File: config.mk
export PLATFORM = sky130hd
export DESIGN_NAME = syn_fifo
export DESIGN_NICKNAME = d
export VERILOG_FILES = /design/src/rtl/syn_fifo_pkg.sv /design/src/rtl/fifo_mem.sv /design/src/rtl/syn_fifo.sv
export SDC_FILE = /design/constraint.sdc
export NUM_CORES = 1
export LEC_CHECK = 0
export BUFFER_PORTS_ARGS = -buffer_cell sky130_fd_sc_hd__buf_2
export CAP_MARGIN = 20
export CORE_UTILIZATION = 50
export DETAILED_ROUTE_END_ITERATION = 16
export MAX_ROUTING_LAYER = met4
export PLACE_DENSITY = 0.69
export SYNTH_ARGS = -nofsm -noshare
export SYNTH_HDL_FRONTEND = slang
export SYNTH_SLANG_ARGS = --single-unit
File: constraint.sdc
create_clock -name clk -period 2.6 [get_ports clk]
set_input_delay 0.52 -clock clk [delete_from_list [all_inputs] [get_ports clk]]
set_output_delay 0.52 -clock clk [all_outputs]
set_load 0.03 [all_outputs]
File: src/rtl/syn_fifo_pkg.sv
// ---------------------------------------------------------------------------
// syn_fifo_pkg
//   Shared defaults and small types for the synchronous FIFO slice.
//   DATA_WIDTH_DEF : default stored word width
//   DEPTH_DEF      : default number of entries (power of two, >= 2)
//   ADDR_WIDTH_DEF : default pointer width, log2(DEPTH_DEF)
// ---------------------------------------------------------------------------
package syn_fifo_pkg;

  localparam int DATA_WIDTH_DEF = 8;
  localparam int DEPTH_DEF      = 8;
  localparam int ADDR_WIDTH_DEF = 3;

  // Occupancy flags travel together; both come from the registered count.
  typedef struct packed {
    logic empty;
    logic full;
  } fifo_flags_t;

  // True when v is a power of two and at least 2.
  function automatic logic is_pow2(input int v);
    return (v >= 2) && ((v & (v - 1)) == 0);
  endfunction

endpackage

File: src/rtl/fifo_mem.sv
// ---------------------------------------------------------------------------
// fifo_mem
//   Simple dual-port register array: one synchronous write port and one
//   registered read port. The array itself is not reset; only the read
//   register is, so the FIFO output powers up / resets to zero.
//
//   clk      : rising-edge clock
//   rst      : asynchronous active-high reset of the read register
//   wr_en    : write strobe (already qualified against full)
//   wr_addr  : write address
//   wr_data  : write data
//   rd_en    : read strobe (already qualified against empty)
//   rd_addr  : read address
//   rd_data  : registered read data, held when rd_en is low
// ---------------------------------------------------------------------------
module fifo_mem #(
  parameter int DATA_WIDTH = 8,
  parameter int DEPTH      = 8,
  parameter int ADDR_WIDTH = 3
) (
  input  logic                  clk,
  input  logic                  rst,
  input  logic                  wr_en,
  input  logic [ADDR_WIDTH-1:0] wr_addr,
  input  logic [DATA_WIDTH-1:0] wr_data,
  input  logic                  rd_en,
  input  logic [ADDR_WIDTH-1:0] rd_addr,
  output logic [DATA_WIDTH-1:0] rd_data
);

  logic [DATA_WIDTH-1:0] mem [DEPTH];

  // Storage has no reset: a slot is only ever read after it was written,
  // so stale contents cannot reach rd_data.
  always_ff @(posedge clk) begin
    if (wr_en) mem[wr_addr] <= wr_data;
  end

  always_ff @(posedge clk or posedge rst) begin
    if (rst)        rd_data <= '0;
    else if (rd_en) rd_data <= mem[rd_addr];
  end

endmodule

File: src/rtl/syn_fifo.sv
// ---------------------------------------------------------------------------
// syn_fifo
//   Single-clock FIFO with registered read data (one-cycle read latency).
//   Pointers, occupancy count and flags live here; storage is fifo_mem.
//
//   clk      : rising-edge clock
//   rst_n    : asynchronous reset, ACTIVE HIGH despite the name
//   wr_en_i  : write request; accepted when not full
//   data_i   : write data
//   full_o   : DEPTH entries stored
//   rd_en_i  : read request; accepted when not empty
//   data_o   : read data, valid after the edge that accepts the read,
//              held otherwise
//   empty_o  : no entries stored
// ---------------------------------------------------------------------------
module syn_fifo
  import syn_fifo_pkg::*;
#(
  parameter int DATA_WIDTH = DATA_WIDTH_DEF,
  parameter int DEPTH      = DEPTH_DEF,
  parameter int ADDR_WIDTH = ADDR_WIDTH_DEF
) (
  input  logic                  clk,
  input  logic                  rst_n,
  input  logic                  wr_en_i,
  input  logic [DATA_WIDTH-1:0] data_i,
  output logic                  full_o,
  input  logic                  rd_en_i,
  output logic [DATA_WIDTH-1:0] data_o,
  output logic                  empty_o
);

  localparam logic [ADDR_WIDTH:0]   CNT_FULL = (ADDR_WIDTH+1)'(DEPTH);
  localparam logic [ADDR_WIDTH:0]   CNT_ONE  = (ADDR_WIDTH+1)'(1);
  localparam logic [ADDR_WIDTH-1:0] PTR_ONE  = ADDR_WIDTH'(1);

  logic [ADDR_WIDTH-1:0] wr_ptr;
  logic [ADDR_WIDTH-1:0] rd_ptr;
  logic [ADDR_WIDTH:0]   count;
  fifo_flags_t           flags;
  logic                  wr_acc;
  logic                  rd_acc;

  // Flags depend only on the registered count, never on the enables.
  assign flags.empty = (count == '0);
  assign flags.full  = (count == CNT_FULL);
  assign empty_o     = flags.empty;
  assign full_o      = flags.full;

  // Gating with the flags covers every corner: a write while full and a
  // read while empty are dropped, so write+read when empty takes only the
  // write and write+read when full takes only the read.
  assign wr_acc = wr_en_i & ~flags.full;
  assign rd_acc = rd_en_i & ~flags.empty;

  // Pointers wrap naturally because DEPTH is a power of two.
  always_ff @(posedge clk or posedge rst_n) begin
    if (rst_n) begin
      wr_ptr <= '0;
      rd_ptr <= '0;
      count  <= '0;
    end else begin
      if (wr_acc) wr_ptr <= wr_ptr + PTR_ONE;
      if (rd_acc) rd_ptr <= rd_ptr + PTR_ONE;
      unique case ({wr_acc, rd_acc})
        2'b10:   count <= count + CNT_ONE;
        2'b01:   count <= count - CNT_ONE;
        default: count <= count;   // idle, or write+read cancels out
      endcase
    end
  end

  // wr_ptr and rd_ptr only coincide when empty (no read accepted) or full
  // (no write accepted), so the ports never collide on one address.
  fifo_mem #(
    .DATA_WIDTH (DATA_WIDTH),
    .DEPTH      (DEPTH),
    .ADDR_WIDTH (ADDR_WIDTH)
  ) u_mem (
    .clk     (clk),
    .rst     (rst_n),
    .wr_en   (wr_acc),
    .wr_addr (wr_ptr),
    .wr_data (data_i),
    .rd_en   (rd_acc),
    .rd_addr (rd_ptr),
    .rd_data (data_o)
  );

endmodule

Yosys cells after proc, flatten, opt, wreduce, memory -nomap -nowiden
Memory sizes are Yosys's and may differ from the RTL's. A register that Yosys moved wholly into a read port is not among the register bits.
Cells that the tools add are included.
- bits in registers: 10
- memory bits (writable): 64
- output and inout port bits: 10
- logic and storage cells: 20
- memories: 1
- $add $sub $neg: 4
- eq/ne operators: 3
- muxes and demuxes: 3
- bitwise logic cells: 4
- reduce and logical (&&, ||, !) cells: 2
- memory list (memory ; words ; width ; read ports ; clocked after memory_dff ; write ports ; RTL line ; RTL):
    u_mem.mem ; 8 ; 8 ; 1 ; 1 ; 1 ; fifo_mem.sv:31 ; logic [DATA_WIDTH-1:0] mem [DEPTH];
- operators by type and width (kind ; count):
    $pmux 4 s2 ; 1
    $add 3x1->3 const B ; 2
    $add 4x1->4 const B ; 1
    $eq 4x4->1 const B ; 1
    $logic_not 4->1 ; 1
    $sub 4x1->4 const B ; 1
    $and 1x1->1 ; 2
    $eq 2x1->1 const B ; 1
    $eq 2x2->1 const B ; 1
    $mux 1 ; 2
    $not 1->1 ; 2
    $reduce_bool 2->1 ; 1

Longest topological paths before layout
- depth after elaboration: 5
- depth in mapped cells: 10

Hierarchy
From an unflattened synthesis, not the netlist that was laid out.
- cell total of the unflattened synthesis: 227
- area, all modules: 3497.1 um2
- modules (own cells, without submodules) (module ; instances ; cells each ; area an instance (um2) ; seq. area each (um2)):
    fifo_mem ; 1 ; 170 ; 2865.2 ; 2122.0
    syn_fifo ; 1 ; 57 ; 631.9 ; 250.2

Worst setup path before layout
Ideal clock, no wire load.
- path type: register to register
- start: register count[0]
- end: register count[3]
- library setup time: 0.125 ns
- data arrival time: 2.384 ns
- data required time: 2.475 ns
- slack: 0.090 ns
- cell stages (with the launch flop): 10
- buffers on the path: 1
- clock period less this slack: 2.510 ns
- cell sequence: dfrtp_1 buf_6 o41ai_4 inv_2 ha_1 ha_1 a21o_2 a2111oi_0 nand4b_1 nand3_1
- word-level cells in the longest chain between the ends: 5
- ends and longest elaborated chain (item ; RTL line ; RTL):
    from (decl) ; syn_fifo.sv:39 ; logic [ADDR_WIDTH:0] count;
    from (signal assigned) ; syn_fifo.sv:66 ; 2'b10: count <= count + CNT_ONE;
    from (signal assigned) ; syn_fifo.sv:67 ; 2'b01: count <= count - CNT_ONE;
    from (signal assigned) ; syn_fifo.sv:68 ; default: count <= count;
    $logic_not 4->1 (*) ; syn_fifo.sv:45 ; assign flags.empty = (count == '0);
    $not 1->1 (*) ; syn_fifo.sv:54 ; assign rd_acc = rd_en_i & ~flags.empty;
    $and 1x1->1 (*) ; syn_fifo.sv:54 ;
    via rd_acc ; syn_fifo.sv:42 ; logic rd_acc;
    $eq 2x1->1 / $eq 2x2->1 (equally long branches) ; syn_fifo.sv:65 ; unique case ({wr_acc, rd_acc})
    $pmux 4 s2 / $reduce_bool 2->1 (equally long branches) ; n/a ;
Mark *: on every way through the listed nets, which the timed path passes. The rest lies on a longest branch.
A chain may end at the register's enable or synchronous reset.

Final worst setup path
Ends and elaborated chain as after synthesis.

==> summary.md <==
| Metric | Value |
|---|---|
| Pins Over Slew Limit | `0` |
| Hold crit path type | `input port to async pin` |
| First-pass GRT wire length | `9330 um` |
| Core Area | `6460 um2` |
| Post-route core utilization | `59.5%` |
| Syn. warnings | `0` |
| Failing checks | `design-rule violations` |
| Placed cell area | `3590 um2` |
| TritonCTS clock tree | `done` |
| Cell count after synthesis | `218` |
| Vias | `1,830` |
| Top-count cell post-synth | `edfxtp_1` |
| WL per Instance | `17.6 um` |
| Req. time, crit path | `2.83 ns` |
| Number of port buffers | `21` |
| Worst-case reg-to-reg path depth | `8` |
| Yosys top cell area share | `56.5%` |
| Synthesized Nets | `236` |
| RSZ-0062 raised after global routing | `no` |
| Vias per cell | `5.50` |
| Setup TNS | `0 ns` |
| Deepest clock path buffer count | `2` |
| Post-route cell area | `3840 um2` |
| Most used flip-flop cell after synthesis | `edfxtp_1` |
| Fin crit share | `93.4%` |
| WP data arrival | `2.66 ns` |
| Worst-margin pin slew | `0.727 ns` |
| Clock slew at reported path FFs | `0.09 ns` |
| H-tree depth | `3` |
| Syn Area/Cell | `15.6 um2` |
| IO Pins | `22` |
| Cell Pwr Density | `1150 nW/um2` |
| Static leakage power | `1.46 nW` |
| Startpoint Class | `register` |
| Overflow after GRT | `0` |
| Post-DP HPWL | `3830 um` |
| Final Hold Vio Count | `0` |
| Crit Path Category | `register to register` |
| Maximum clock rate | `0.412 GHz` |
| Row cnt | `29` |
| Remaining routing DRC violations | `4` |
| Peak VDD IR | `0.000489 V` |
| Max Cap Viol | `0` |
| Root Buffer | `clkbuf_8` |
| Commonest cells post-synth | `edfxtp_1, nand2_1, dfrtp_1` |
| Maximum fanout along the worst path | `6` |
| Vias in the first global route | `1,795` |
| GRT Total Usage | `18.7%` |
| Worst slack at placement | `0.0312 ns` |
| Setup Skew | `0.00997 ns` |
| Sequential area share after synthesis | `69.7%` |
| Final GP Congestion | `0.718` |
| Synth area leader | `edfxtp_1` |
| Largest net degree at the start of global routing | `35` |
| Die area | `7140 um2` |
| Fraction of registers with async set/reset | `22.0%` |
| Final min period | `2.43 ns` |
| # setup viols final | `0` |
| DR pass1 iterations | `10` |
| Hold Buf Count CTS | `0` |
| Final ANT Viol Nets | `0` |
| Post-Synthesis Cell Area | `3400 um2` |
| Final #Nets | `269` |
| Flops & latches, synth | `82` |
| Post-synth EDFFs | `64` |
| Yosys cell types | `35` |
| Setup slack after layout | `0.173 ns` |
| Crit path from | `count[0]` |
| Diode count | `0` |
| Synth top area cells | `edfxtp_1, dfrtp_1, mux2_2` |
| Die span in y | `84.5 um` |
| CTS Buf Count | `9` |
| Total power | `0.00442 W` |
| Final WL | `5850 um` |
| Status | `finished with violations` |
| Relative max-transition margin | `51.4%` |
| Crit path capture type | `register` |
| P&R area growth vs syn | `12.9%` |
| Fraction of layout cells with a size suffix above 1 | `27.7%` |
| Die X-Extent | `84.5 um` |
| Starting Density | `52.7%` |
| DR iter-0 viols | `145` |
| Initial antenna violation count | `0` |
| Clk_lat worst skew | `0.34 ns` |
| Num Clock Sinks | `82` |
| FF-to-FF Start | `count[0]` |
## final timing paths
| kind | to | slack [ns] |
|---|---|---|
| worst max-delay path | count[3] | 0.17 |
| worst min-delay path | wr_ptr[2] | 0.26 |
| worst max register to register | count[3] | 0.17 |
| worst min register to register | u_mem.rd_data[4] | 0.48 |
| max in group asynchronous | count[0] | 1.87 |
| min in group clk | u_mem.mem[4][1] | 0.44 |
## critical path, stage by stage, from the launching register on
cell	delay (ns)
dfrtp_2	0.49
o41ai_4	0.39
inv_2	0.08
ha_1	0.26
ha_1	0.28
a21o_2	0.23
a2111oi_2	0.36
nand4b_1	0.16
nand3_1	0.07
## state kept, by name, summed over array words and instances, names as in the netlist
signal	flops
count	4
rd_ptr	3
u_mem.mem	64
u_mem.rd_data	8
wr_ptr	3
## stage by stage
step	hold slack, ns	std cells
5_1_grt	0.303	333
4_1_cts	0.266	333
3_5_place_dp	0.470	317
2_1_floorplan	0.459	218
6_report	0.258	333
3_3_place_gp	0.461	317
## routing by layer
metal  global-route usage (%)  wire [um]  vias to the layer above  part of all wire [%]
met4                     6.93         37                        0                  0.63
met5                        -          0                        -                     0
met1                     24.3       2800                      892                    48
met2                     28.4       2790                       49                    48
li1                         -          -                      887                     -
met3                     5.11        221                        2                   3.8
## cells in the final DEF, fill, tap and decap left out, types with 2 or more instances in the layout
cell	synthesis	layout
dfrtp_2	0	2
edfxtp_1	64	64
nor2_1	8	8
bufinv_16	0	2
o22ai_1	8	8
nand2_1	24	24
clkinvlp_4	0	2
o21ai_1	8	8
nand3_1	2	2
a221o_1	8	8
inv_1	5	5
xnor2_1	4	4
ha_1	5	5
nand2b_1	4	4
buf_4	1	10
clkbuf_8	0	9
nor3_1	4	3
dfrtp_1	18	16
inv_6	0	2
mux2_2	16	16
buf_2	0	21
mux2i_1	17	17
## where the power goes
| part | internal (W) | leakage [nW] | switching (W) |
|---|---|---|---|
| clock | 0.000548 | 0.106 | 0.000453 |
| combinational | 0.000614 | 0.557 | 0.000896 |
| sequential | 0.00171 | 0.794 | 0.000194 |
## logic make-up after synthesis
family	share of synthesized area (%)
simple gates	6.18
mux	10.3
flops	69.7
buf+inv	3.24
fa+ha+maj	2.43
compound gates	6.84
xor+xnor	1.29
## timing repair
action	4_1_cts	5_1_grt
setup buffers	0	0
endpoints found under the setup margin	0	1
gates resized for setup	0	7
hold endpoints to repair	0	0
## area by class of cell
class                   count  area (um2)
clock buffers               9         124
fillers                   502        2620
flip-flops and latches     82        2370
repair buffers             31         180
inverters                   6        22.5
multi-input cells         121         941
well taps                  77        96.3
clock inverters             7         101
No activity file was read; power rests on OpenSTA's default activity.
